==> config.mk <==
export PLATFORM = sky130hd
export DESIGN_NAME = y86_prog_loader
export DESIGN_NICKNAME = d
export VERILOG_FILES = /design/src/rtl/y86_pkg.sv /design/src/rtl/y86_prog_loader.sv
export SDC_FILE = /design/constraint.sdc
export NUM_CORES = 1
export LEC_CHECK = 0
export CORE_ASPECT_RATIO = 0.75
export CORE_MARGIN = 3
export CORE_UTILIZATION = 30
export DETAILED_ROUTE_END_ITERATION = 16
export PLACE_DENSITY = 0.56
export SLEW_MARGIN = 20
export SYNTH_ARGS = -nofsm -noshare
export SYNTH_HDL_FRONTEND = slang
export SYNTH_SLANG_ARGS = --single-unit
export TNS_END_PERCENT = 50
==> constraint.sdc <==
create_clock -name clk -period 3.2 [get_ports clk]
set_input_delay 0.96 -clock clk [delete_from_list [all_inputs] [get_ports clk]]
set_output_delay 0.96 -clock clk [all_outputs]
set_load 0.01 [all_outputs]
==> src/rtl/y86_pkg.sv <==
// rtl/y86_pkg.sv - shared Y86-64 types and constants
// Holds the program-loader FSM state type, boot-frame layout constants, and the
// instruction codes used by the core.
package y86_pkg;

  typedef enum logic [2:0] {
    ST_IDLE   = 3'd0,
    ST_LEN_LO = 3'd1,
    ST_LEN_HI = 3'd2,
    ST_DATA   = 3'd3,
    ST_CSUM   = 3'd4,
    ST_RUN    = 3'd5,
    ST_ERR    = 3'd6
  } loader_state_t;

  // Boot frame: 2-byte little-endian length header, payload, 1-byte checksum.
  localparam int HDR_BYTES  = 2;
  localparam int CSUM_BYTES = 1;

  localparam logic [3:0] ICODE_HALT   = 4'h0;
  localparam logic [3:0] ICODE_NOP    = 4'h1;
  localparam logic [3:0] ICODE_RRMOVQ = 4'h2;
  localparam logic [3:0] ICODE_IRMOVQ = 4'h3;
  localparam logic [3:0] ICODE_RMMOVQ = 4'h4;
  localparam logic [3:0] ICODE_MRMOVQ = 4'h5;
  localparam logic [3:0] ICODE_OPQ    = 4'h6;
  localparam logic [3:0] ICODE_JXX    = 4'h7;
  localparam logic [3:0] ICODE_CALL   = 4'h8;
  localparam logic [3:0] ICODE_RET    = 4'h9;
  localparam logic [3:0] ICODE_PUSHQ  = 4'hA;
  localparam logic [3:0] ICODE_POPQ   = 4'hB;

endpackage

==> src/rtl/y86_prog_loader.sv <==
// rtl/y86_prog_loader.sv - boot-time program loader holding the core until a frame verifies
// Ports:
//   clk, rst                 clock and asynchronous active-high reset
//   in_valid/in_data/in_ready byte stream in (transfer on in_valid && in_ready)
//   imem_we/imem_addr/imem_wdata registered instruction-memory byte write port
//   core_run                 core enable, high only after a verified frame
//   load_err                 sticky frame error
//   bytes_loaded             payload bytes written so far
module y86_prog_loader
  import y86_pkg::*;
#(
  parameter int MEM_BYTES = 1024,
  parameter int LEN_W     = 16
) (
  input  logic             clk,
  input  logic             rst,
  input  logic             in_valid,
  input  logic [7:0]       in_data,
  output logic             in_ready,
  output logic             imem_we,
  output logic [63:0]      imem_addr,
  output logic [7:0]       imem_wdata,
  output logic             core_run,
  output logic             load_err,
  output logic [LEN_W-1:0] bytes_loaded
);

  loader_state_t    state_q, state_d;
  logic [LEN_W-1:0] len_q, len_d;
  logic [LEN_W-1:0] cnt_q, cnt_d;
  logic [7:0]       sum_q, sum_d;
  logic             we_q, we_d;
  logic [63:0]      addr_q, addr_d;
  logic [7:0]       wdata_q, wdata_d;

  logic             xfer;
  logic [LEN_W-1:0] hdr_len;
  logic [LEN_W-1:0] cnt_inc;

  assign in_ready = (state_q == ST_LEN_LO) || (state_q == ST_LEN_HI) ||
                    (state_q == ST_DATA)   || (state_q == ST_CSUM);
  assign xfer     = in_valid && in_ready;

  // Full header length as it will look once the high byte lands.
  assign hdr_len  = LEN_W'({in_data, len_q[7:0]});
  assign cnt_inc  = cnt_q + LEN_W'(1);

  always_comb begin
    state_d = state_q;
    len_d   = len_q;
    cnt_d   = cnt_q;
    sum_d   = sum_q;
    we_d    = 1'b0;
    addr_d  = addr_q;
    wdata_d = wdata_q;

    unique case (state_q)
      ST_IDLE: state_d = ST_LEN_LO;
      ST_LEN_LO: begin
        if (xfer) begin
          len_d   = LEN_W'(in_data);
          state_d = ST_LEN_HI;
        end
      end
      ST_LEN_HI: begin
        if (xfer) begin
          len_d = hdr_len;
          // Widen both sides so MEM_BYTES = 2^LEN_W still compares correctly.
          if (32'(hdr_len) > 32'(MEM_BYTES)) begin
            state_d = ST_ERR;
          end else if (hdr_len == '0) begin
            state_d = ST_CSUM;
          end else begin
            state_d = ST_DATA;
          end
        end
      end
      ST_DATA: begin
        if (xfer) begin
          we_d    = 1'b1;
          addr_d  = 64'(cnt_q);
          wdata_d = in_data;
          cnt_d   = cnt_inc;
          sum_d   = sum_q + in_data;
          if (cnt_inc == len_q) begin
            state_d = ST_CSUM;
          end
        end
      end
      ST_CSUM: begin
        if (xfer) begin
          state_d = (in_data == sum_q) ? ST_RUN : ST_ERR;
        end
      end
      ST_RUN:  state_d = ST_RUN;
      ST_ERR:  state_d = ST_ERR;
      default: state_d = ST_ERR;
    endcase
  end

  always_ff @(posedge clk or posedge rst) begin
    if (rst) begin
      state_q <= ST_IDLE;
      len_q   <= '0;
      cnt_q   <= '0;
      sum_q   <= '0;
      we_q    <= 1'b0;
      addr_q  <= '0;
      wdata_q <= '0;
    end else begin
      state_q <= state_d;
      len_q   <= len_d;
      cnt_q   <= cnt_d;
      sum_q   <= sum_d;
      we_q    <= we_d;
      addr_q  <= addr_d;
      wdata_q <= wdata_d;
    end
  end

  assign imem_we      = we_q;
  assign imem_addr    = addr_q;
  assign imem_wdata   = wdata_q;
  assign core_run     = (state_q == ST_RUN);
  assign load_err     = (state_q == ST_ERR);
  assign bytes_loaded = cnt_q;

endmodule
## Yosys cells after proc, flatten, opt, wreduce, memory -nomap -nowiden

Cells that the tools add are included.

- Flip-flop bits (word level): 68
- Output and inout port bits: 92
- Word-level logic and storage cells: 50

- Add/subtract/negate cells: 2
- $lt $le $gt $ge: 1
- Equal/unequal tests: 13
- Muxes and demuxes: 14
- Bitwise operators: 1
- Reductions and logical operators: 11

Operators by type and width:

| kind | count |
|---|---|
| $mux 16 | 2 |
| $pmux 16 s2 | 1 |
| $mux 3 | 7 |
| $pmux 3 s6 | 1 |
| $add 16x1->16 const B | 1 |
| $eq 16x16->1 | 1 |
| $gt 16x11->1 const B | 1 |
| $logic_not 16->1 | 1 |
| $eq 3x3->1 const B | 3 |
| $add 8x8->8 | 1 |
| $eq 8x8->1 | 1 |
| $ne 2x2->1 const B | 4 |
| $eq 3x2->1 const B | 2 |
| $reduce_and 3->1 | 2 |
| $reduce_and 5->1 | 1 |
| $eq 3x1->1 const B | 1 |
| $logic_not 3->1 | 1 |
| $logic_or 1x1->1 | 3 |
| $mux 1 | 2 |
| $mux 2 | 1 |
| $ne 2x1->1 const B | 1 |
| $reduce_and 2->1 | 1 |
| $reduce_bool 2->1 | 1 |
| $logic_and 1x1->1 | 1 |
| $not 1->1 | 1 |

## Longest topological paths before layout

- Depth in word-level cells: 7
- Gate-level depth with buffers: 9

## Worst setup path before layout

Ideal clock, no wire load.

- Path type: input-to-reg
- From: input port in_valid
- To: register cnt_q[14] (netlist: bytes_loaded[14])
- Setup time: 0.127 ns
- Arrival time: 2.285 ns
- Data required time: 3.073 ns
- Path slack: 0.787 ns
- Stages: 7
- Buffers on the path: 1
- Path through: clkbuf_1 -> nand4b_1 -> nor2_1 -> nand2_1 -> nor3_1 -> nand3_1 -> xnor2_1

- Word-level cells in the longest chain between the ends: 2

RTL lines:

| item | RTL line | source |
|---|---|---|
| from (decl) | y86_prog_loader.sv:17 | `input logic in_valid,` |
| $logic_and 1x1->1 | y86_prog_loader.sv:42 | `assign xfer = in_valid && in_ready;` |
| $reduce_and 2->1 (no line) | n/a |  |
| to (signal assigned) | y86_prog_loader.sv:113 | `cnt_q <= cnt_d;` |
| to (decl) | y86_prog_loader.sv:30 | `logic [LEN_W-1:0] cnt_q, cnt_d;` |

Every way passes these cells.
A chain may end at the register's enable or synchronous reset.

## Worst setup path after layout

- From: input port in_data[1]
- To: register sum_q[6]

- Word-level cells in the longest chain between the ends: 1

RTL lines:

| item | RTL line | source |
|---|---|---|
| from (decl) | y86_prog_loader.sv:18 | `input logic [7:0] in_data,` |
| $add 8x8->8 | y86_prog_loader.sv:84 | `sum_d = sum_q + in_data;` |
| to (signal assigned) | y86_prog_loader.sv:114 | `sum_q <= sum_d;` |
| to (decl) | y86_prog_loader.sv:31 | `logic [7:0] sum_q, sum_d;` |

Every way passes these cells.

==> flow_summary_export.csv <==
group,metric,value,unit
run_status,status,"finished, final reports clean",
cts,post-cts-setup-buffer-count,0,
layout,antennaDiodeCount,0,
global_route,grt_antenna_before_repair,0,
synthesis,synth_ff_type,"sky130_fd_sc_hd__dfrtp_1",
sta,setup_viol,0,
worst_setup_path,cell_chain_critical_path,"clkdlybuf4s50_1, inv_1, fa_1, nor2b_1, o21ai_0, a21oi_1, o21ai_0, nor3b_1, o31ai_1",
synthesis,syn_avg_cell_area,8.91,µm²
route,wl_per_cell,15.0,µm
sta,setup_ws,0.346,ns
sta,tightest_slew,0.537,ns
worst_setup_path,critPathTopFamily,"buffers and inverters",
worst_setup_path,cp.required,3.44,ns
route,viasPerCell,4.70,
global_route,largest_net_degree_at_the_start_of_global_routing,34,
cts,cts.clk_slew.worst_paths,0.06,ns
sta,min_period_over_period,0.892,
route,route.vias.total,3293,
cts,clock_sinks,68,
power,power.static_leakage,2.30,nW
sta,slew_headroom,0.639,
global_route,grt_first_pass_wirelength,17.0,mm
cts,cts_hold_buf,0,
cts,cts-root-to-sink-buffers,2,
layout,nNetsFinal,545,
synthesis,synth.yosys.seq_area_share,0.412,
power,post-layout-total-power,2.06,mW
sta,rsz_0062_raised_after_global_routing,"false",
worst_setup_path,kind_of_start_point_of_the_critical_path,"primary input",
synthesis,mappedNetlistArea,4130,µm²
worst_setup_path,cpMaxStageDelayCell,"sky130_fd_sc_hd__clkdlybuf4s50_1",
sta,timing.fmax,350,MHz
synthesis,syn_warnings,0,
synthesis,postSynthCellCount,464,
placed_design,hpwl,7.75,mm
power,pwr_density_cell,406,nW/µm²
synthesis,synth-edff-count,0,
worst_setup_path,setup.worst_path.end_class,"register",
sta,timing_hold_violations_final,0,
min_path,worst_min_delay_path_class,"reg2reg",
sta,finalCriticalPeriod,2.85,ns
floorplan,io_pins,103,
floorplan,dieArea,15200,µm²
synthesis,async_reset_ff_frac,1.00,
floorplan,die-width,142,µm
placed_design,dp_worst_setup_slack,0.00762,ns
cts,tritoncts,"yes",
run,drv.max_cap_violation_count,0,
cts,clockRootBuffer,"sky130_fd_sc_hd__clkbuf_16",
floorplan,placementRows,36,
synthesis,synth-seq-cells,68,
route,drt-pass1-iter-count,4,
route,detail_route.drc_violations,0,
worst_setup_path,cp_data_arrival_time,3.10,ns
global_route,grtUsageTotal,0.143,
layout,fin_util,0.383,
floorplan,design.core.area,13200,µm²
power,worst_ir_drop_vdd,0.239,mV
route,drt_first_iter_violations,260,
sta,clock_skew,0.00802,ns
route,drt-total-wl,10.5,mm
cts,worst_skew_pair.late_latency,0.34,ns
cts,h-tree-depth,3,
floorplan,die_h,108,µm
layout,area_of_all_placed_cells_without_fillers,5080,µm²
worst_setup_path,cpMostUsedCell,"sky130_fd_sc_hd__o21ai_0",
worst_setup_path,cp_num_buf_inv,2,
placed_design,gpl.final_weighted_congestion,0.885,
worst_setup_path,worstPathMaxFanout,5,
layout,syn_to_final_growth,22.8,%
sta,maxSlewViolCount,0,
global_route,grt.overflow.total,0,
global_route,grt_pass1_vias,3178,
placed_design,postPlaceCellArea,4760,µm²
worst_setup_path,critPathMaxStageDelay,0.64,ns
layout,drive_gt1_frac,0.0981,
worst_setup_path,timing.setup.critical_path_class,"in2reg",
cts,cts_buffer_count,9,
route,ant_nets,0,
placed_design,io_buffer_count,54,
sta,final_total_negative_setup_slack,0,ns
floorplan,starting_density_of_the_core,0.312,
cts,cts_resized,0,
synthesis,synth.lib_cells_used.distinct,56,
worst paths after layout:
check / from / end / slack [ns] / cells after the start
min in group asynchronous: rst / imem_addr[7] / 0.97 / 2
worst max register to register: bytes_loaded[1] / state_q[0] / 0.43 / 7
worst min register to register: imem_addr[5] / imem_addr[5] / 0.48 / 2
max in group asynchronous: rst / imem_wdata[0] / 1.64 / 3
worst max-delay path: in_data[1] / sum_q[6] / 0.35 / 9
worst min-delay path: imem_addr[5] / imem_addr[5] / 0.48 / 2
cell families after synthesis:
| kind of cell | share of synthesized area |
|---|---|
| AND/OR/NAND/NOR | 0.210 |
| buffers and inverters | 0.127 |
| AO/OA/AOI/OAI | 0.113 |
| flip-flops | 0.412 |
| XOR/XNOR | 0.0847 |
| adder cells (fa/ha/maj) | 0.0291 |
| multiplexers | 0.0242 |
| other | 0.000907 |
registers in the layout, indices dropped and copies added, names as in the netlist:
| name | count |
|---|---|
| bytes_loaded | 16 |
| imem_addr | 16 |
| imem_wdata | 8 |
| sum_q | 8 |
| imem_we | 1 |
| state_q | 3 |
| len_q | 16 |
worst min-delay path: stages, from the launching register on:
cell and delay [ns]:
sky130_fd_sc_hd__dfrtp_1 0.34, sky130_fd_sc_hd__nand2_1 0.05, sky130_fd_sc_hd__nand2_1 0.06
final cells by class:
type | instances | area [µm²]
fillers | 1369 | 8170
flip-flops and latches | 68 | 1700
multi-input cells | 357 | 2080
repair buffers | 74 | 703
well taps | 171 | 214
clock inverters | 6 | 88.8
clock buffers | 10 | 229
inverters | 15 | 56.3
report_power, final:
part           leakage (nW)  internal [mW]  switching (mW)
combinational          1.22         0.0392          0.0782
sequential            0.926          0.865         0.00649
clock                 0.149          0.682           0.389
metal layers:
metal  wire length [µm]  GRT usage  up-vias
met5                  0          0        -
met4                 78     0.0377        0
met3                690     0.0484        8
met2               4540      0.201       92
met1               5240      0.209     1606
li1                   -          -     1587
placed cells by master (no fill, tap or decap), types with 6 or more instances in the layout:
master                             n
sky130_fd_sc_hd__clkbuf_16         9
sky130_fd_sc_hd__clkdlybuf4s50_1  54
sky130_fd_sc_hd__nor2b_1          10
sky130_fd_sc_hd__o21ai_0          26
sky130_fd_sc_hd__nand4_1           6
sky130_fd_sc_hd__nand3_1          11
sky130_fd_sc_hd__nor3_1            6
sky130_fd_sc_hd__dfrtp_1          68
sky130_fd_sc_hd__nor2_1           18
sky130_fd_sc_hd__xnor2_1          23
sky130_fd_sc_hd__a21oi_1          18
sky130_fd_sc_hd__nor4_1            8
sky130_fd_sc_hd__xor2_1           17
sky130_fd_sc_hd__conb_1           48
sky130_fd_sc_hd__mux2_2            8
sky130_fd_sc_hd__buf_4            19
sky130_fd_sc_hd__ha_1              8
sky130_fd_sc_hd__inv_1            13
sky130_fd_sc_hd__nand2_1          94
cells in the mapped netlist (6+ instances only):
master	number	share of area
sky130_fd_sc_hd__xor2_1	17	0.036
sky130_fd_sc_hd__inv_1	14	0.013
sky130_fd_sc_hd__nor2_1	18	0.016
sky130_fd_sc_hd__xnor2_1	23	0.049
sky130_fd_sc_hd__dfrtp_1	68	0.41
sky130_fd_sc_hd__o21ai_0	26	0.031
sky130_fd_sc_hd__mux2_2	8	0.022
sky130_fd_sc_hd__nand4_1	6	0.0091
sky130_fd_sc_hd__nor3_1	6	0.0073
sky130_fd_sc_hd__nor4_1	8	0.012
sky130_fd_sc_hd__a21oi_1	18	0.022
sky130_fd_sc_hd__buf_4	53	0.096
sky130_fd_sc_hd__clkbuf_1	12	0.011
sky130_fd_sc_hd__ha_1	8	0.024
sky130_fd_sc_hd__nand3_1	11	0.013
sky130_fd_sc_hd__nor2b_1	10	0.015
sky130_fd_sc_hd__nand2_1	94	0.085
through the flow:
step	cells	hold slack, ns
detailed placement	685	0.462
global placement	685	0.460
global route	701	0.503
floorplan	511	0.450
finish	701	0.478
CTS	701	0.486
Power figures use the tool's default switching activity.
